### src/rtl/noc_pkg.sv
// noc_pkg: flit encodings, FSM states and head-flit field offsets shared by the injection stage.
package noc_pkg;
    typedef enum logic [1:0] {
        FLIT_BODY = 2'b00,
        FLIT_HEAD = 2'b01,
        FLIT_TAIL = 2'b10
    } flit_type_e;

    typedef enum logic [1:0] {
        ST_IDLE,
        ST_HEAD,
        ST_PAYLOAD
    } state_e;

    localparam int HEAD_DEST_POS = 0;

    function automatic int head_src_pos(input int addr_w);
        return addr_w;
    endfunction

    function automatic int head_len_pos(input int addr_w);
        return 2 * addr_w;
    endfunction
endpackage

### src/rtl/noc_credit_ctr.sv
// noc_credit_ctr: router buffer credit counter, saturating at CREDITS.
module noc_credit_ctr #(
    parameter  int CREDITS = 4,
    localparam int CW      = $clog2(CREDITS + 1)
) (
    input  logic          clk,
    input  logic          rst,
    input  logic          dec,
    input  logic          inc,
    output logic [CW-1:0] count
);
    logic [CW-1:0] count_q, count_d;

    // A return at full count is a protocol violation and is dropped.
    always_comb begin
        count_d = (inc && !dec && count_q != CW'(CREDITS)) ? count_q + CW'(1) :
                  (dec && !inc)                            ? count_q - CW'(1) : count_q;
    end

    always_ff @(posedge clk) begin
        if (rst) count_q <= CW'(CREDITS);
        else     count_q <= count_d;
    end

    assign count = count_q;
endmodule

### src/rtl/noc_inject.sv
// noc_inject: serialises client messages into HEAD/BODY/TAIL flits under credit flow control.
module noc_inject
    import noc_pkg::*;
#(
    parameter  int DATA_W  = 32,
    parameter  int ADDR_W  = 4,
    parameter  int MAX_LEN = 4,
    parameter  int CREDITS = 4,
    localparam int LEN_W   = $clog2(MAX_LEN + 1)
) (
    input  logic                      clk,
    input  logic                      rst,
    input  logic [ADDR_W-1:0]         src_id,
    input  logic                      msg_valid,
    output logic                      msg_ready,
    input  logic [ADDR_W-1:0]         msg_dest,
    input  logic [LEN_W-1:0]          msg_len,
    input  logic [MAX_LEN*DATA_W-1:0] msg_data,
    output logic                      flit_valid,
    output logic [1:0]                flit_type,
    output logic [DATA_W-1:0]         flit_data,
    input  logic                      credit_in,
    output logic                      busy
);
    localparam int IDX_W   = MAX_LEN > 1 ? $clog2(MAX_LEN) : 1;
    localparam int CW      = $clog2(CREDITS + 1);
    localparam int SRC_POS = head_src_pos(ADDR_W);
    localparam int LEN_POS = head_len_pos(ADDR_W);

    state_e                           state_q, state_d;
    logic [ADDR_W-1:0]                dest_q, dest_d;
    logic [LEN_W-1:0]                 len_q, len_d, len_in;
    logic [MAX_LEN-1:0][DATA_W-1:0]   data_q, data_d;
    logic [IDX_W-1:0]                 idx_q, idx_d;
    logic [CW-1:0]                    credits;
    logic [DATA_W-1:0]                head;
    logic                             accept, send, last;

    noc_credit_ctr #(.CREDITS(CREDITS)) u_cred (
        .clk   (clk),
        .rst   (rst),
        .dec   (send),
        .inc   (credit_in),
        .count (credits)
    );

    assign msg_ready = state_q == ST_IDLE;
    assign busy      = state_q != ST_IDLE;
    assign accept    = msg_valid && msg_ready;
    assign send      = busy && credits != '0;
    assign last      = LEN_W'(idx_q) == len_q - LEN_W'(1);
    assign len_in    = msg_len == '0 ? LEN_W'(1) :
                       msg_len > LEN_W'(MAX_LEN) ? LEN_W'(MAX_LEN) : msg_len;

    always_comb begin
        head = '0;
        head[HEAD_DEST_POS +: ADDR_W] = dest_q;
        head[SRC_POS +: ADDR_W]       = src_id;
        head[LEN_POS +: LEN_W]        = len_q;
    end

    always_comb begin
        state_d = state_q;
        idx_d   = idx_q;
        dest_d  = accept ? msg_dest : dest_q;
        len_d   = accept ? len_in : len_q;
        data_d  = accept ? msg_data : data_q;
        case (state_q)
            ST_IDLE: if (accept) begin
                state_d = ST_HEAD;
                idx_d   = '0;
            end
            ST_HEAD: if (send) state_d = ST_PAYLOAD;
            ST_PAYLOAD: if (send) begin
                state_d = last ? ST_IDLE : ST_PAYLOAD;
                idx_d   = idx_q + IDX_W'(1);
            end
            default: state_d = ST_IDLE;
        endcase
    end

    always_ff @(posedge clk) begin
        if (rst) begin
            state_q <= ST_IDLE;
            idx_q   <= '0;
            dest_q  <= '0;
            len_q   <= '0;
            data_q  <= '0;
        end else begin
            state_q <= state_d;
            idx_q   <= idx_d;
            dest_q  <= dest_d;
            len_q   <= len_d;
            data_q  <= data_d;
        end
    end

    assign flit_valid = send;
    assign flit_type  = !send ? 2'b00 : state_q == ST_HEAD ? FLIT_HEAD : last ? FLIT_TAIL : FLIT_BODY;
    assign flit_data  = !send ? '0 : state_q == ST_HEAD ? head : data_q[idx_q];
endmodule

### config.mk
export PLATFORM = sky130hd
export DESIGN_NAME = noc_inject
export DESIGN_NICKNAME = d
export VERILOG_FILES = /design/src/rtl/noc_pkg.sv /design/src/rtl/noc_credit_ctr.sv /design/src/rtl/noc_inject.sv
export SDC_FILE = /design/constraint.sdc
export NUM_CORES = 1
export LEC_CHECK = 0
export ABC_AREA = 1
export ABC_CLOCK_PERIOD_IN_PS = 2050
export BUFFER_PORTS_ARGS = -buffer_cell sky130_fd_sc_hd__buf_4
export CORE_ASPECT_RATIO = 0.75
export CORE_UTILIZATION = 52
export CTS_CLUSTER_SIZE = 8
export DETAILED_ROUTE_END_ITERATION = 10
export GPL_ROUTABILITY_DRIVEN = 0
export PLACE_DENSITY = 0.8
export SLEW_MARGIN = 5
export SYNTH_ARGS = -nofsm -noshare
export SYNTH_HDL_FRONTEND = slang
export SYNTH_SLANG_ARGS = --single-unit
### constraint.sdc
create_clock -name clk -period 2.05 [get_ports clk]
set_clock_uncertainty 0.2 [all_clocks]
set_input_delay 0.615 -clock clk [delete_from_list [all_inputs] [get_ports clk]]
set_output_delay 0.615 -clock clk [all_outputs]
set_load 0.01 [all_outputs]
## Word level (Yosys, flattened, before mapping)

Cells that the tools add are included.

| storage, ports and cells | value |
|---|---|
| register bits | 142 |
| input port bits | 143 |
| output and inout port bits | 37 |
| word-level logic and storage cells | 56 |

| operators by class | value |
|---|---|
| $add $sub $neg | 4 |
| $lt $le $gt $ge | 2 |
| equal/unequal tests | 7 |
| mux-type cells | 19 |
| reductions and logical operators | 15 |

Operator list:

| kind | count |
|---|---|
| two-way mux 32 bit | 3 |
| binary-select mux 32 bit (select 2 bit) | 1 |
| two-way mux 2 bit | 9 |
| two-way mux 3 bit | 4 |
| one-hot mux 2 bit (3 select lines) | 1 |
| AND reduction 3 bit | 2 |
| nonzero test 2 bit | 3 |
| subtractor 3 x 1 -> 3 bit, second input constant | 2 |
| logical AND 1 bit | 5 |
| inequality test 2 bit, second input constant | 2 |
| one-hot mux 2 bit (2 select lines) | 1 |
| adder 3 x 1 -> 3 bit, second input constant | 1 |
| equality test 2 x 3 -> 1 bit | 1 |
| > comparator 3 bit, second input constant | 1 |
| logical NOT 3 bit | 1 |
| < comparator 2 x 3 -> 1 bit, second input constant | 1 |
| inequality test 3 bit, second input constant | 1 |
| nonzero test 3 bit | 1 |
| adder 2 x 1 -> 2 bit, second input constant | 1 |
| equality test 2 x 1 -> 1 bit, second input constant | 1 |
| equality test 2 bit, second input constant | 1 |
| logical NOT 1 bit | 2 |
| logical NOT 2 bit | 1 |
| inequality test 2 x 1 -> 1 bit, second input constant | 1 |

## Logic depth before layout (Yosys ltp)

| depth | value |
|---|---|
| depth in word-level cells | 6 |
| mapped depth | 11 |
| depth with buffers taken out | 11 |

## Modules after synthesis

Synthesis repeated with hierarchy kept, for this count alone.

| second synthesis, totals | value |
|---|---|
| cells, all modules | 936 |
| area, all modules | 6356.1 um^2 |

By module, submodules not included:

| module | instances | cells each | area each (um^2) | sequential area each (um^2) |
|---|---|---|---|---|
| noc_inject | 1 | 909 | 6170.9 | 2782.7 |
| noc_credit_ctr | 1 | 27 | 185.2 | 60.1 |

## Worst setup path before layout

No wires, ideal clock.

| timing | value |
|---|---|
| path type | register -> output |
| start | register u_cred.count_q[0], in the netlist u_cred.count[0] |
| end | output port flit_data[5] |
| arrival time | 1.135 ns |
| required time | 1.235 ns |
| setup slack | 0.100 ns |
| cell stages (with the launch flop) | 8 |
| buffers on the path | 1 |
| path through | dfxtp_1 inv_1 nand3_1 nand2_1 buf_4 nor2_1 o21ai_0 inv_1 |

| on the way | value |
|---|---|
| longest elaborated chain between the ends | 3 |

Ends and longest elaborated chain:

| item | line | source |
|---|---|---|
| from (decl) | noc_credit_ctr.sv:12 | `logic [CW-1:0] count_q, count_d;` |
| from (signal assigned) | noc_credit_ctr.sv:21 | `if (rst) count_q <= CW'(CREDITS);` |
| from (signal assigned) | noc_credit_ctr.sv:22 | `else count_q <= count_d;` |
| nonzero test 3 bit | noc_inject.sv:50 | `assign send = busy && credits != '0;` |
| logical AND 1 bit | noc_inject.sv:50 |  |
| two-way mux 32 bit | noc_inject.sv:100 | `assign flit_data = !send ? '0 : state_q == ST_HEAD ? head : data_q[idx_q];` |
| to (decl) | noc_inject.sv:21 | `output logic [DATA_W-1:0] flit_data,` |

No other way between the ends.

## Worst setup path in the final report

| timing | value |
|---|---|
| start | register idx_q[0] |
| end | output port flit_data[24] |

| on the way | value |
|---|---|
| longest elaborated chain between the ends | 4 |

Ends and longest elaborated chain:

| item | line | source |
|---|---|---|
| from (decl) | noc_inject.sv:34 | `logic [IDX_W-1:0] idx_q, idx_d;` |
| from (signal assigned) | noc_inject.sv:91 | `idx_q <= idx_d;` |
| binary-select mux 32 bit (select 2 bit) | noc_inject.sv:100 |  |
| two-way mux 32 bit (implied by the code) | noc_inject.sv:100 |  |
| two-way mux 32 bit (2 in a row) | noc_inject.sv:100 |  |

No other way between the ends. The select of a mux whose other input is x is not followed.

==> flow_summary.yaml <==
clock_network:
  hold_buffers: 0
  cts.clk_slew.worst_paths_ns: 0.06
  cts_made_buffers: 17
  clk-insertion-delay-late_ns: 0.42
  h-tree-depth: 4
  cts-root-buf: "clkbuf_16"
  cts.sinks: 142
  cts_buffer_depth: 2
  cts_tree: "done"
yosys:
  ys_seq_area_share_pct: 45.0
  synth-main-ff-cell: "dfxtp_1"
  synth_area_per_cell_um2: 6.73
  synth_edf_count: 0
  syn_area_mm2: 0.00632
  synth_top_cells_by_count: "409 x nor2_1, 171 x o21ai_0, 142 x dfxtp_1"
  yosysWarnings: 0
  synth_fp_nets: 1084
  yosysMostFrequentCell: "nor2_1"
  yosysTopAreaCellShare_pct: 45.0
  synth.distinct_cells: 23
  async_flop_share_pct: 0
  synth_top_area_cell: "dfxtp_1"
  syn_inst: 939
  ys_ff_latch: 142
  netlist_top_cells_area: "dfxtp_1 45%, nor2_1 24%, o21ai_0 14%"
floorplan:
  coreArea_mm2: 0.0117
  die_w_um: 129
  start_util_pct: 54.0
  num_io_pins: 180
  die_h_um: 97.5
  rows: 34
  dieArea_mm2: 0.0126
setup_path:
  critical_path_required_ns: 1.23
  cpLargestDelayFamily: "flip-flops"
  worstSetupPathType: "reg2out"
  rr_endpoint: "state_q[1]$_SDFFE_PP0P_"
  reg2reg_slack_ns: -0.43
  worstPathArrival_ns: 1.68
  cp_slowest_stage_delay_ns: 0.42
  timing.rr.start: "len_q[1]$_SDFFE_PP0P_"
  path_cells: "buf_12 > nor2_1 > nor2_1 > o21ai_1 > a21oi_1 > buf_4"
  slowest_stage: "dfxtp_4"
  critPathMaxFanout: 24
  path_buf_inv: 2
  end_kind: "output port"
  r2r_cells: 14
  path_common_cell: "nor2_1"
  start_kind: "register"
timing:
  tightest_slew_ns: 0.452
  max_freq_mhz: 400
  drv_slew: 0
  min_period_over_period_pct: 122
  slew_headroom_pct: 69.5
  fin_crit_ns: 2.50
  finalHoldViolCount: 0
  layout_setup_ws_ns: -0.450
  rsz0062_at_grt: "yes"
  setup_viol: 36
routing:
  viasPerCell: 5.37
  drt-initial-drc-count: 681
  wl_per_cell_um: 16.0
  drc: 0
  met2_length_mm: 8.85
  first_pass_iters: 5
  top_layer: "met4"
  num_vias: 6966
  drt-total-wl_mm: 20.8
  wl_met3_mm: 1.84
  m1WireLength_mm: 9.41
  ant_nets: 0
global_route:
  grt-ovfl-total: 0
  grt_usage_pct: 33.1
  grt_pass1_wl_mm: 32.1
  grt_max_degree: 64
  antenna_found_initial: 0
  first_global_vias: 6463
placed_design:
  dp.cells: 1246
  dp_hpwl_mm: 13.1
  pre_cts_slack_ns: -0.0466
  placed_area_mm2: 0.00797
  port-buffer-count: 179
run_status:
  violations: "negative setup slack"
  status: "finished with violations"
hold_path:
  hold_end: "len_q[1]$_SDFFE_PP0P_"
  hold_class: "in2reg"
  hp-start: "rst"
  min_path_cells: 2
final_layout:
  final_cells: 1298
  finish.utilization_pct: 77.5
  fin_area_mm2: 0.00907
  drive_gt1_share_pct: 29.0
  syn_to_final_growth_pct: 43.5
  antenna_cells: 0
  nets: 1269
pwr:
  leakagePower_nw: 4.10
  p_per_area_mw_per_mm2: 978
  vdd.ir_drop.worst_uv: 732
  power_mw: 8.87
job:
  drv_cap: 0
==> metal layers <==
| metal | vias to the layer above | GRT usage, % |
|---|---|---|
| met4 | 0 | 14.8 |
| met3 | 59 | 8.76 |
| met2 | 319 | 47.0 |
| li1 | 3401 | - |
| met1 | 3187 | 46.7 |
| met5 | - | 0 |
==> registers in the layout, indices dropped and copies added (netlist names) <==
signal and flops:
data_q 128, dest_q 4, state_q 2, len_q 3
idx_q 2, u_cred.count 3
==> layout make-up <==
cell class              count  area, um^2
fillers                   868        2630
clock buffers              18         429
repair buffers            236        2090
multi-input cells         698        3190
flip-flops and latches    142        2860
inverters                  29         130
clock inverters            13         165
well taps                 162         203
==> where the power goes <==
part	total (mW)	internal (mW)	switching [mW]
registers	3.32	3.09	0.226
clock network	3.13	1.91	1.22
logic	2.43	1.11	1.32
total	8.87	6.11	2.76
==> worst reg2reg max path: stages, from the launching register on <==
cell     delay, ns
dfxtp_2       0.35
inv_4         0.05
ha_4          0.27
xor2_1        0.15
nand4_1       0.15
buf_4         0.17
buf_4         0.13
buf_4         0.12
buf_4         0.13
buf_4         0.12
buf_4         0.12
buf_4         0.12
buf_4         0.13
nor2_4        0.10
nor2_1        0.05
==> through the flow <==
step / TNS (ns) / hold slack [ns]
2_1_floorplan: 0 / 0.249
3_3_place_gp: -0.0680 / 0.255
3_5_place_dp: -0.119 / 0.267
4_1_cts: -12.55 / 0.197
5_1_grt: -16.42 / 0.207
6_report: -13.25 / 0.210
==> worst max-delay path by stage <==
stage                                  from  cells after the start            end
2_1_floorplan  u_cred.count[0]$_SDFFE_PP0P_                      7   flit_data[5]
3_3_place_gp          idx_q[0]$_SDFFE_PP0P_                      6  flit_data[24]
3_5_place_dp          idx_q[0]$_SDFFE_PP0P_                      6  flit_data[25]
4_1_cts               idx_q[0]$_SDFFE_PP0P_                      6  flit_data[24]
5_1_grt               idx_q[0]$_SDFFE_PP0P_                      7   flit_data[7]
6_report              idx_q[0]$_SDFFE_PP0P_                      6  flit_data[24]
==> kinds of logic (layout without fill, tap and decap cells) <==
logic type / after synthesis / after routing / synth area share [%]
simple gates: 444 / 444 / 26.8
compound gates: 250 / 250 / 19.9
flops: 142 / 142 / 45.0
buf+inv: 99 / 296 / 7.52
fa+ha+maj: 2 / 2 / 0.515
xor+xnor: 2 / 2 / 0.277
==> cell usage in the layout (no fill, tap or decap), types with 6 or more instances in the layout <==
master / n
nand2_1: 18
nor2_1: 383
buf_6: 6
clkbuf_16: 18
inv_2: 6
dfxtp_1: 133
inv_1: 16
a21oi_1: 26
nor2_2: 18
nor2_4: 9
nand3_1: 6
o21ai_1: 90
o21ai_0: 125
buf_4: 209
buf_12: 16
dfxtp_2: 7
==> what timing repair did <==
| item | 4_1_cts | 5_1_grt |
|---|---|---|
| setup buffers | 13 | 5 |
| setup endpoints to repair | 35 | 38 |
| gates resized for setup | 63 | 71 |
| gates cloned | 4 | 1 |
| pin swaps | 12 | 25 |
| endpoints found under the hold margin | 0 | 0 |
Note: power is estimated with default switching activity, not from simulation.
